[src/rtl/a1csa_serial_adder_if.sv]
// ============================================================================
// a1csa_serial_adder_if : operand/result handshake bundle for the serial adder
// Rev 1.0
// ============================================================================
`default_nettype none

interface a1csa_serial_adder_if #(
  parameter int W = 16
);
  logic         in_valid;
  logic         in_ready;
  logic [W-1:0] a;
  logic [W-1:0] b;
  logic         cin;
  logic         out_valid;
  logic         out_ready;
  logic [W-1:0] sum;
  logic         cout;

  modport master (
    output in_valid, a, b, cin, out_ready,
    input  in_ready, out_valid, sum, cout
  );

  modport slave (
    input  in_valid, a, b, cin, out_ready,
    output in_ready, out_valid, sum, cout
  );
endinterface

`default_nettype wire

[src/rtl/a1csa_serial_adder.sv]
// ============================================================================
// a1csa_serial_adder : nibble-serial W-bit adder built on one 4-bit a1csa slice
// Rev 1.0
// ============================================================================
`default_nettype none

module a1csa_serial_adder #(
  parameter int W = 16
) (
  input  logic                  clk,
  input  logic                  rst_n,
  a1csa_serial_adder_if.slave   bus
);

  localparam int NIB = W / 4;
  localparam int CW  = (NIB > 1) ? $clog2(NIB) : 1;

  typedef enum logic [1:0] {
    IDLE = 2'd0,
    RUN  = 2'd1,
    DONE = 2'd2
  } state_t;

  state_t          state_q, state_d;
  logic [W-1:0]    a_sh_q, a_sh_d;
  logic [W-1:0]    b_sh_q, b_sh_d;
  logic [W-1:0]    sum_sh_q, sum_sh_d;
  logic            carry_q, carry_d;
  logic [CW-1:0]   cnt_q, cnt_d;

  logic [4:0]      raw_sum;
  logic            gen;
  logic            prop;
  logic [3:0]      slice_s;

  // 4-bit a1csa slice: the +1 variant is selected by the running carry
  always_comb begin
    raw_sum = {1'b0, a_sh_q[3:0]} + {1'b0, b_sh_q[3:0]};
    gen     = raw_sum[4];
    prop    = &raw_sum[3:0];
    slice_s = carry_q ? (raw_sum[3:0] + 4'd1) : raw_sum[3:0];
  end

  always_comb begin
    state_d  = state_q;
    a_sh_d   = a_sh_q;
    b_sh_d   = b_sh_q;
    sum_sh_d = sum_sh_q;
    carry_d  = carry_q;
    cnt_d    = cnt_q;
    unique case (state_q)
      IDLE: begin
        if (bus.in_valid) begin
          a_sh_d  = bus.a;
          b_sh_d  = bus.b;
          carry_d = bus.cin;
          cnt_d   = '0;
          state_d = RUN;
        end
      end
      RUN: begin
        a_sh_d   = {4'b0000, a_sh_q[W-1:4]};
        b_sh_d   = {4'b0000, b_sh_q[W-1:4]};
        sum_sh_d = {slice_s, sum_sh_q[W-1:4]};
        carry_d  = gen | (prop & carry_q);
        cnt_d    = cnt_q + CW'(1);
        if (cnt_q == CW'(NIB - 1)) begin
          state_d = DONE;
        end
      end
      DONE: begin
        if (bus.out_ready) begin
          state_d = IDLE;
        end
      end
      default: state_d = IDLE;
    endcase
  end

  always_ff @(posedge clk or negedge rst_n) begin
    if (!rst_n) begin
      state_q  <= IDLE;
      a_sh_q   <= '0;
      b_sh_q   <= '0;
      sum_sh_q <= '0;
      carry_q  <= 1'b0;
      cnt_q    <= '0;
    end else begin
      state_q  <= state_d;
      a_sh_q   <= a_sh_d;
      b_sh_q   <= b_sh_d;
      sum_sh_q <= sum_sh_d;
      carry_q  <= carry_d;
      cnt_q    <= cnt_d;
    end
  end

  // All outputs decode straight from registers; no input-to-output path
  assign bus.in_ready  = (state_q == IDLE);
  assign bus.out_valid = (state_q == DONE);
  assign bus.sum       = sum_sh_q;
  assign bus.cout      = carry_q;

endmodule

`default_nettype wire
[src/flat_wrapper.sv]
// flat-port wrapper written by rule: the top's interface ports become plain ports
module a1csa_serial_adder_flat 
#(
  parameter int W = 16
)
  (clk, rst_n, bus_in_valid, bus_a, bus_b, bus_cin, bus_out_ready, bus_in_ready, bus_out_valid, bus_sum, bus_cout);
  a1csa_serial_adder_if #(.W(W)) bus_i ();
  input  logic clk;
  input  logic rst_n;
  input wire logic [$bits(bus_i.in_valid)-1:0] bus_in_valid;
  input wire logic [$bits(bus_i.a)-1:0] bus_a;
  input wire logic [$bits(bus_i.b)-1:0] bus_b;
  input wire logic [$bits(bus_i.cin)-1:0] bus_cin;
  input wire logic [$bits(bus_i.out_ready)-1:0] bus_out_ready;
  output wire logic [$bits(bus_i.in_ready)-1:0] bus_in_ready;
  output wire logic [$bits(bus_i.out_valid)-1:0] bus_out_valid;
  output wire logic [$bits(bus_i.sum)-1:0] bus_sum;
  output wire logic [$bits(bus_i.cout)-1:0] bus_cout;
  assign bus_i.in_valid = bus_in_valid;
  assign bus_i.a = bus_a;
  assign bus_i.b = bus_b;
  assign bus_i.cin = bus_cin;
  assign bus_i.out_ready = bus_out_ready;
  assign bus_in_ready = bus_i.in_ready;
  assign bus_out_valid = bus_i.out_valid;
  assign bus_sum = bus_i.sum;
  assign bus_cout = bus_i.cout;
  a1csa_serial_adder #(.W(W)) u_core (.clk(clk), .rst_n(rst_n), .bus(bus_i));
endmodule
[config.mk]
export PLATFORM = sky130hd
export DESIGN_NAME = a1csa_serial_adder_flat
export DESIGN_NICKNAME = d
export VERILOG_FILES = /design/src/rtl/a1csa_serial_adder_if.sv /design/src/rtl/a1csa_serial_adder.sv /design/src/flat_wrapper.sv
export SDC_FILE = /design/constraint.sdc
export NUM_CORES = 1
export LEC_CHECK = 0
export CAP_MARGIN = 20
export CORE_MARGIN = 2
export CORE_UTILIZATION = 45
export DETAILED_ROUTE_END_ITERATION = 16
export PLACE_DENSITY_LB_ADDON = 0.3
export SLEW_MARGIN = 20
export SYNTH_ARGS = -nofsm -noshare
export SYNTH_HDL_FRONTEND = slang
export SYNTH_SLANG_ARGS = --single-unit
[constraint.sdc]
create_clock -name clk -period 4.4 [get_ports clk]
set_input_delay 1.1 -clock clk [delete_from_list [all_inputs] [get_ports clk]]
set_output_delay 1.1 -clock clk [all_outputs]
set_load 0.02 [all_outputs]
==> results of run 1 <==
## per-layer routing
| metal | vias to the layer above | global-route usage [%] | part of all wire [%] |
|---|---|---|---|
| li1 | 959 | - | - |
| met1 | 861 | 24.4 | 47 |
| met2 | 47 | 29.7 | 47 |
| met3 | 9 | 3.68 | 3.6 |
| met4 | 0 | 8.25 | 2.3 |
| met5 | - | 0 | 0 |
## state kept, by name (all words and copies together), names as in the netlist
register / flops
u_core.bus.sum: 16
u_core.b_sh_q: 16
u_core.cnt_q: 2
u_core.bus.cout: 1
u_core.a_sh_q: 16
u_core.state_q: 2
## cells in the final DEF (no fill, tap or decap), drive strengths merged
cell type,instances
clkdlybuf4s50,54
or3,1
a21oi,10
ha,6
buf,4
inv,1
o211ai,1
xnor2,3
nor2b,11
bufinv,1
a21o,2
clkbuf,7
o21ai,37
nand3,1
mux2i,25
o31ai,1
a22o,2
dfrtp,53
and3,1
nor2,3
nand2b,1
o21bai,1
a31oi,2
nand2,74
fa,1
a211o,2
## logic make-up (layout without fill, tap and decap cells)
group	count (synthesis)	after routing	share of synthesized area [%]
compound gates	58	58	12.9
xor+xnor	3	3	1.05
fa+ha+maj	7	7	3.80
buf+inv	17	67	3.50
flops	53	53	53.1
mux	25	25	10.0
simple gates	92	92	15.7
## where the power goes
part	total, mW	internal, mW	switching (mW)
combinational	1.20	0.551	0.647
sequential	0.868	0.707	0.161
clock	0.345	0.186	0.159
## per-stage QoR
step                      cells  instance area (um2)  setup slack, ns
after floorplan             255                 2500             2.41
after global placement      369                 3090             1.43
after detailed placement    369                 3090             1.33
after CTS                   377                 3210             1.51
after global routing        377                 3210             1.42
final                       377                 3210             1.53
## worst max-delay path by stage
| stage | from | to | slack [ns] | cells past startpoint |
|---|---|---|---|---|
| 2_1_floorplan | u_core.state_q[1] | bus_in_ready | 2.41 | 2 |
| 3_3_place_gp | bus_in_valid | u_core.a_sh_q[2] | 1.43 | 3 |
| 3_5_place_dp | bus_in_valid | u_core.a_sh_q[1] | 1.33 | 3 |
| 4_1_cts | u_core.state_q[0] | bus_out_valid | 1.51 | 2 |
| 5_1_grt | u_core.state_q[0] | bus_out_valid | 1.42 | 2 |
| 6_report | u_core.state_q[0] | bus_out_valid | 1.53 | 2 |
## cell type report
type                    count  area [um2]  share of cell area (%)
flip-flops and latches     53        1330                    41.3
clock buffers               7        86.3                    2.69
well taps                  72        90.1                    2.81
multi-input cells         185        1100                    34.4
inverters                   1        3.75                   0.117
clock inverters             1        30.0                   0.936
repair buffers             58         568                    17.7
## worst register-to-register path, cell delays in order (launching register included)
cell,delay [ns]
dfrtp_1,0.70
nor2b_4,0.83
buf_4,0.37
mux2i_1,0.24
o21ai_0,0.10
==> summary.txt, run 1 <==
Route
  • First-pass DRT Iterations: 4
  • Routed WL: about 5200 um
  • Vias per Instance: approximately 5
  • Post-route ant nets: 0
  • DR vias: approximately 1900
  • Drt drc: 0
  • Routed length per instance: 13.8 um
  • DRT iter0 DRCs: 121

Cells and area
  • Fin nets: 348
  • Layout cells sized above 1: 5.57%
  • Ant. Diodes: 0
  • # fillers: roughly 480
  • Util after Layout: approximately three fifths
  • Layout area overhead: 28.4%

Timing
  • Fmax: ~0.35 GHz
  • Final Hold Viols: 0
  • Final cycle utilization of the critical path: 65.3%
  • Max Slew Vio Count: 0
  • Setup TNS Final: 0 ns
  • Finish-stage setup viols: 0
  • Period minus WS final: ~2.9 ns
  • Relative slew slack: ~36%
  • Unrepaired setup endpoints after global routing: false
  • Clock skew: about 0.0036 ns
  • WHS: 0.479 ns
  • Slew @ Worst Pin: about 0.96 ns

Clock tree
  • CTS HTree Levels: 2
  • Post-CTS setup buffer count: 0
  • Sinks on Clock Net: between 50 and 60
  • CTS tree: built
  • Post-CTS Resized: 0
  • CTS max path bufs: 2
  • Num CTS Buffers: 5
  • Root Buffer: clkbuf_8
  • Hold buffer count at CTS: 0
  • Worst-path clk slew: about 0.090 ns
  • Worst skew pair latency: just over 0.3 ns

Synth
  • Unique cell type count in the Yosys netlist: 26
  • Synthesized flop and latch total: 53
  • Syn nets: 299
  • Post-Syn Area: 2500 um2
  • Syn avg cell area: a little under 10 um2
  • Synth Flop Type: dfrtp_1
  • Post-synth EDFFs: 0
  • Synth Warn #: 0
  • Sequential area share after synthesis: a little over half
  • Cells after Synth: about 260
  • Ys async rst share: 100%
  • Top-area cell type share of the netlist area: a little over half
  • Largest area contributor in the netlist: dfrtp_1
  • Post-synth top cells: nand2_1 (74), dfrtp_1 (53), o21ai_0 (37), mux2i_1 (25)
  • Synth area leaders: dfrtp_1 (53%), nand2_1 (11%), mux2i_1 (10%), o21ai_0 (7.4%), ha_1 (3.0%)
  • Most frequent cell after synthesis: nand2_1

Floorplanning
  • Starting Density: roughly 46%
  • Die footprint: between 6000 and 7000 um2
  • Vert. Die Dim: just under 80 um
  • Die width: 78.5 um
  • IO Pins: 56
  • CORE AREA: about 5400 um2
  • Row Count: 27

Placement
  • Placer Congestion: between 0.7 and 0.8
  • Port bufs: 55
  • Post-DP HPWL: between 3000 and 4000 um

GRT
  • First-pass GRT wire length: 8850 um
  • Initial antenna violation count: 0
  • Vias in the first global route: 1844
  • GR Util All Layers: a little under a fifth
  • Total grt overflow: 0
  • Largest net degree at the start of global routing: 53

Worst setup path
  • Critical path, cell by cell: nor2b_1 -> clkdlybuf4s50_1
  • CP top delay family: buffers and inverters
  • Worst EP required: 3.30 ns
  • Max incr delay on CP: between 0.6 and 0.7 ns
  • Crit path buffers/inverters: 1
  • Flop2flop setup slack: 2.01 ns
  • CP Class: reg2out
  • Worst setup SP type: flop
  • CP max FO: 15
  • Worst Setup End Kind: output pin
  • R2R Path Start: u_core.state_q[0]
  • Crit path arrival time: approximately 1.8 ns
  • FF-to-FF path depth: 4
  • RR Endpoint: u_core.a_sh_q[3]
  • Crit-path slowest cell: clkdlybuf4s50_1

Min path
  • End of the worst hold path: u_core.bus.sum[0]
  • Hold depth: 2
  • Tightest Hold Check Type: reg2reg
  • Hold_sp: u_core.bus.sum[0]

Job
  • Max cap viols: 0

Outcome
  • Status: finished, final reports clean

Power
  • Total chip power: approximately 2.4 mW
  • Pwr/cell area: between 700 and 800 nW/um2
  • Peak VDD IR: about 0.00034 V
  • Pleak: 1.49 nW
(Power assumes the default switching activity.)
==> run 2: changes to the inputs <==
==> constraint.sdc (replaced) <==
create_clock -name clk -period 2.8 [get_ports clk]
set_input_delay 0.7 -clock clk [delete_from_list [all_inputs] [get_ports clk]]
set_output_delay 0.7 -clock clk [all_outputs]
set_load 0.02 [all_outputs]
==> run 2 against run 1 <==
Setup slack got worse by 1.2 ns. Hold slack got worse by 0.11 ns. Clock power increased by 55%. Core utilization increased by 0.83 points. Wire length decreased by 1.2%. Largest power group unchanged. Sequential share of layout area decreased by 0.57 points. Via count increased by 2.6%. Die area unchanged. Sequential cell count unchanged. First-iteration DRC count increased by 12%. Combinational power increased by 60%. Global-route usage decreased by 1.1 points.
==> summary.txt, run 2 (same netlist as run 1, synthesis figures left out) <==
Outcome
  • Status: finished, final reports clean

Cells and area
  • Layout cells sized above 1: 5.88% (+0.31 points)
  • Layout area overhead: 30.2%
  • # fillers: 469 (-2.7%)
  • Commonest non-fill, non-tap cell in the layout: nand2_1
  • Commonest cells after routing, fill and taps aside: nand2_1 (74), clkdlybuf4s50_1 (54), dfrtp_1 (53), o21ai_0 (37), mux2i_1 (25)
  • Fin nets: 349 (+0.29%)
  • Ant. Diodes: 0 (unchanged)

Clock tree
  • Post-CTS Resized: 0 (unchanged)
  • Worst skew pair latency: 0.30 ns (about the same)
  • CTS HTree Levels: 2 (unchanged)
  • CTS max path bufs: 2 (unchanged)
  • Hold buffer count at CTS: 0 (unchanged)
  • Post-CTS setup buffer count: 0 (unchanged)
  • CTS tree: built
  • Sinks on Clock Net: 53 (unchanged)
  • Root Buffer: clkbuf_8
  • Worst-path clk slew: 0.09 ns (about the same)
  • Num CTS Buffers: 5 (unchanged)

Route
  • Post-route ant nets: 0 (unchanged)
  • Routed WL: 5120 um (-1.2%)
  • DRT iter0 DRCs: 135 (+12%)
  • Drt drc: 0 (unchanged)
  • First-pass DRT Iterations: 4 (unchanged)
  • Vias per Instance: 5.09 (+2.3%)
  • Routed length per instance: 13.6 um (-1.5%)
  • DR vias: 1925 (+2.6%)

Worst setup path
  • R2R Path Start: u_core.b_sh_q[0]
  • Worst setup SP type: flop
  • Worst Setup End Kind: output pin
  • Flop2flop setup slack: 0.84 ns (-1.17 ns)
  • Crit path arrival time: 1.79 ns (+0.02 ns)
  • CP Class: reg2out
  • RR Endpoint: u_core.bus.cout
  • Worst EP required: 2.10 ns (-1.20 ns)
  • CP max FO: 15 (unchanged)
  • FF-to-FF path depth: 6 (+2)

Placement
  • Placer Congestion: 0.780 (+9.7%)
  • Port bufs: 55 (unchanged)
  • Post-DP HPWL: 3650 um (+1.7%)

GRT
  • Vias in the first global route: 1777 (-3.6%)
  • Total grt overflow: 0 (unchanged)
  • Initial antenna violation count: 0 (unchanged)
  • First-pass GRT wire length: 8450 um (-4.5%)
  • Largest net degree at the start of global routing: 54 (+1.9%)
  • GR Util All Layers: 17.4% (-1.1 points)

Floorplanning
  • Die footprint: 6170 um2 (unchanged)
  • CORE AREA: 5440 um2 (unchanged)
  • Starting Density: 46.0% (unchanged)
  • Vert. Die Dim: 78.5 um (unchanged)
  • Die width: 78.5 um (unchanged)
  • IO Pins: 56 (unchanged)
  • Row Count: 27 (unchanged)

Timing
  • Final Hold Viols: 0 (unchanged)
  • Finish-stage setup viols: 0 (unchanged)
  • Unrepaired setup endpoints after global routing: false
  • Relative slew slack: 63.0% (+27 points)
  • WHS: 0.369 ns (-0.110 ns)
  • Fmax: between 0.4 and 0.5 GHz
  • Slew @ Worst Pin: 0.555 ns (-0.403 ns)
  • Final cycle utilization of the critical path: approximately nine tenths
  • Period minus WS final: between 2 and 2.5 ns
  • Setup TNS Final: 0 ns (unchanged)
  • Clock skew: 0.00690 ns (+0.00331 ns)
  • Max Slew Vio Count: 0 (unchanged)

Power
  • Clock Power Share: 14.0% (-0.3 points)
  • Combinational Power Share: 50.0% (+0.3 points)
  • Power Internal: 2.32 mW (+61%)
  • Switching part of the total: 39.4% (-0.68 points)
  • Pwr/cell area: 1180 nW/um2 (+57%)
  • Peak VDD IR: 0.000508 V (+51%)
  • Pleak: 1.51 nW (+1.2%)
  • Switching power: 1.51 mW (+56%)
  • Share of power burned in registers: 36.0% (about the same)

Min path
  • Tightest Hold Check Type: in2async

Job
  • Max cap viols: 0 (unchanged)
==> run 2: changes by cell type in the layout (fill, tap and decap cells not counted) <==
cell / delta
buf_4: -2
buf_12: +3
==> run 2: per-layer routing <==
metal	part of all wire [%]	track usage, %	wire length (um)
met1	46	22.9	2370
met2	48	29.2	2480
met3	3.9	3.45	201
met4	1.3	5.26	65
met5	0	0	0
==> run 2: area by class of cell <==
cell class | count | area, um2 | share of cell area, %
clock inverters | 1 | 30.0 | 0.923
repair buffers | 59 | 613 | 18.8
flip-flops and latches | 53 | 1330 | 40.8
well taps | 72 | 90.1 | 2.77
multi-input cells | 185 | 1100 | 33.9
clock buffers | 7 | 86.3 | 2.65
inverters | 1 | 3.75 | 0.115
==> run 2: stage by stage <==
step	area [um2]	std cells	util (%)	total power, mW	setup WS, ns
2_1_floorplan	2500	255	-	2.70	1.02
3_3_place_gp	3140	370	57.7	3.28	0.517
3_5_place_dp	3140	370	57.7	3.34	0.392
4_1_cts	3250	378	59.8	3.87	0.275
5_1_grt	3250	378	59.8	4.15	0.186
6_report	3250	378	59.8	3.84	0.307
==> run 2: worst max-delay path by stage <==
stage | from | end | slack (ns) | cells past startpoint
4_1_cts | u_core.state_q[1] | bus_out_valid | 0.28 | 2
6_report | u_core.state_q[1] | bus_out_valid | 0.31 | 2
5_1_grt | u_core.state_q[1] | bus_out_valid | 0.19 | 2
3_5_place_dp | bus_in_valid | u_core.b_sh_q[15] | 0.39 | 4
3_3_place_gp | bus_in_valid | u_core.b_sh_q[15] | 0.52 | 4
2_1_floorplan | u_core.b_sh_q[0] | u_core.bus.cout | 1.02 | 6
==> run 2: power by group through the flow <==
| stage | clock, mW | combinational [mW] | sequential (mW) |
|---|---|---|---|
| 3_3_place_gp | 0 | 1.89 | 1.39 |
| 4_1_cts | 0.544 | 1.95 | 1.38 |
| 6_report | 0.536 | 1.92 | 1.38 |
| 2_1_floorplan | 0 | 1.25 | 1.45 |
| 5_1_grt | 0.582 | 2.14 | 1.43 |
| 3_5_place_dp | 0 | 1.94 | 1.40 |
==> run 2: worst max-delay path, cell delays in order, from the launching register on <==
cell,delay [ns]
dfrtp_1,0.65
nor2b_1,0.23
clkdlybuf4s50_1,0.62
==> run 3: changes to the inputs <==
--- a/config.mk
+++ b/config.mk
@@ -6,8 +6,10 @@
 export NUM_CORES = 1
 export LEC_CHECK = 0
 export CAP_MARGIN = 20
-export CORE_MARGIN = 2
-export CORE_UTILIZATION = 45
+export CELL_PAD_IN_SITES_DETAIL_PLACEMENT = 1
+export CELL_PAD_IN_SITES_GLOBAL_PLACEMENT = 1
+export CORE_MARGIN = 3
+export CORE_UTILIZATION = 34
 export DETAILED_ROUTE_END_ITERATION = 16
 export PLACE_DENSITY_LB_ADDON = 0.3
 export SLEW_MARGIN = 20
==> constraint.sdc (replaced) <==
create_clock -name clk -period 2.1 [get_ports clk]
set_input_delay 0.525 -clock clk [delete_from_list [all_inputs] [get_ports clk]]
set_output_delay 0.525 -clock clk [all_outputs]
set_load 0.02 [all_outputs]
==> run 3 against run 2 <==
Hold slack worse by 0.17 ns. Count of clock-buffer cells in the layout unchanged. Register-to-register slack lost 0.66 ns. Setup slack worse by 0.17 ns. Cell area is 1.4% higher. Cell count up 8.2%. Sequential power is 30% higher. Core utilization shrank 12 points. Clock skew down 0.0034 ns. Global-route usage down 2.0 points. Critical path type unchanged.
==> summary.txt, run 3 (same netlist as run 1, synthesis figures left out) <==
GRT
  • Vias in the first global route: 2060 (+16%)
  • Initial antenna violation count: 0 (unchanged)
  • GR Util All Layers: 15.5% (-2.0 points)
  • Total grt overflow: 0 (unchanged)
  • First-pass GRT wire length: 10300 um (+22%)
  • Largest net degree at the start of global routing: 36 (-33%)

Floorplanning
  • CORE AREA: 6940 um2 (+28%)
  • Vert. Die Dim: 91.7 um (+17%)
  • IO Pins: 56 (unchanged)
  • Row Count: 30 (+11%)
  • Die footprint: 8420 um2 (+36%)
  • Starting Density: 36.0% (-10 points)
  • Die width: 91.7 um (+17%)

Worst setup path
  • Flop2flop setup slack: 0.18 ns (-0.66 ns)
  • Worst EP required: 1.57 ns (-0.53 ns)
  • Crit path buffers/inverters: 1 (unchanged)
  • Crit-path slowest cell: clkdlybuf4s50_1
  • CP Class: reg2out
  • Critical path, cell by cell: clkdlybuf4s50_1
  • CP max FO: 6 (-9)
  • CP top delay family: buffers and inverters
  • Crit path arrival time: 1.43 ns (-0.36 ns)
  • Worst Setup End Kind: output pin
  • Worst setup SP type: flop
  • Max incr delay on CP: 0.66 ns (about the same)

Timing
  • Period minus WS final: roughly 2.0 ns
  • Finish-stage setup viols: 0 (unchanged)
  • Max Slew Vio Count: 0 (unchanged)
  • Unrepaired setup endpoints after global routing: false
  • Fmax: between 0.5 and 0.6 GHz
  • Post-route setup slack: 0.140 ns (-0.167 ns)
  • Final cycle utilization of the critical path: 93.3%
  • Slew @ Worst Pin: 0.562 ns (+0.00781 ns)
  • Relative slew slack: 62.5% (-0.44 points)
  • Clock skew: 0.00352 ns (-0.00338 ns)
  • Final Hold Viols: 0 (unchanged)
  • Setup TNS Final: 0 ns (unchanged)

Placement
  • Post-DP HPWL: 4440 um (+22%)
  • Port bufs: 55 (unchanged)
  • Pre-CTS setup slack: 0.204 ns (-0.189 ns)
  • Placer Congestion: 0.770 (-1.2%)

Route
  • Post-route ant nets: 0 (unchanged)
  • Routed WL: 6010 um (+17%)
  • DRT iter0 DRCs: 78 (-42%)
  • First-pass DRT Iterations: 4 (unchanged)
  • Vias per Instance: 4.76 (-6.6%)
  • Routed length per instance: 14.7 um (+8.5%)
  • Drt drc: 0 (unchanged)
  • DR vias: 1946 (+1.1%)

Outcome
  • Status: finished, final reports clean

Clock tree
  • Worst skew pair latency: 0.31 ns (about the same)
  • CTS HTree Levels: 2 (unchanged)
  • Sinks on Clock Net: 53 (unchanged)
  • CTS max path bufs: 2 (unchanged)
  • Root Buffer: clkbuf_8
  • CTS tree: built
  • Num CTS Buffers: 5 (unchanged)
  • Post-CTS setup buffer count: 0 (unchanged)
  • Worst-path clk slew: 0.09 ns (about the same)

Cells and area
  • Commonest non-fill, non-tap cell in the layout: nand2_1
  • Util after Layout: 47.5% (-12 points)
  • # fillers: 817 (+74%)
  • Ant. Diodes: 0 (unchanged)
  • Commonest cells after routing, fill and taps aside: nand2_1 (74), dfrtp_1 (53), clkdlybuf4s50_1 (52), o21ai_0 (37), mux2i_1 (25)
  • Layout area overhead: 32.0%
  • Fin nets: 356 (+2.0%)
  • Layout cells sized above 1: 8.31% (+2.4 points)

Power
  • Pwr/cell area: 1560 nW/um2 (+32%)
  • Peak VDD IR: 0.000526 V (+3.5%)
  • Pleak: 1.54 nW (+2.2%)

Job
  • Max cap viols: 0 (unchanged)

Min path
  • Tightest Hold Check Type: in2async
[run 3: worst paths after layout]
path                                     endpoint  depth (start not counted)        startpoint
min in group clk                 u_core.a_sh_q[4]                          2  u_core.a_sh_q[4]
worst max-delay path                     bus_cout                          1   u_core.bus.cout
max in group asynchronous       u_core.bus.sum[1]                          2             rst_n
worst min register to register   u_core.a_sh_q[4]                          2  u_core.a_sh_q[4]
worst min-delay path             u_core.a_sh_q[9]                          1             rst_n
worst max register to register    u_core.bus.cout                          6  u_core.b_sh_q[0]
[run 3: power by group]
part	total, mW	internal (mW)	switching [mW]
combinational	2.71	1.25	1.46
sequential	1.79	1.48	0.312
clock	0.638	0.299	0.339
[run 3: layer usage]
layer | share of wire (%) | global-route usage (%)
met5 | 0 | 0
met4 | 1.7 | 5.57
met3 | 3.0 | 3.04
met2 | 52 | 26.5
met1 | 43 | 19.3
[run 3: layout make-up]
class | instances | area [um2] | area share [%]
clock buffer | 7 | 96.3 | 2.92
sequential | 53 | 1330 | 40.2
multi-input combinational | 185 | 1100 | 33.3
timing repair buffer | 66 | 651 | 19.7
inverter | 1 | 3.75 | 0.114
clock inverter | 1 | 5.00 | 0.152
tap | 96 | 120 | 3.64
[run 3: what timing repair did]
| item | CTS | global route |
|---|---|---|
| setup endpoints to repair | 2 | 0 |
| resized for setup | 2 | 0 |
| hold buffers | 0 | 0 |
[run 3: through the flow]
stage	cell area [um2]	total power [mW]	hold slack [ns]	instances
2_1_floorplan	2500	3.60	0.229	255
3_3_place_gp	3200	4.44	0.460	401
3_5_place_dp	3200	4.57	0.471	401
4_1_cts	3300	5.23	0.211	409
5_1_grt	3300	5.61	0.210	409
6_report	3300	5.14	0.195	409
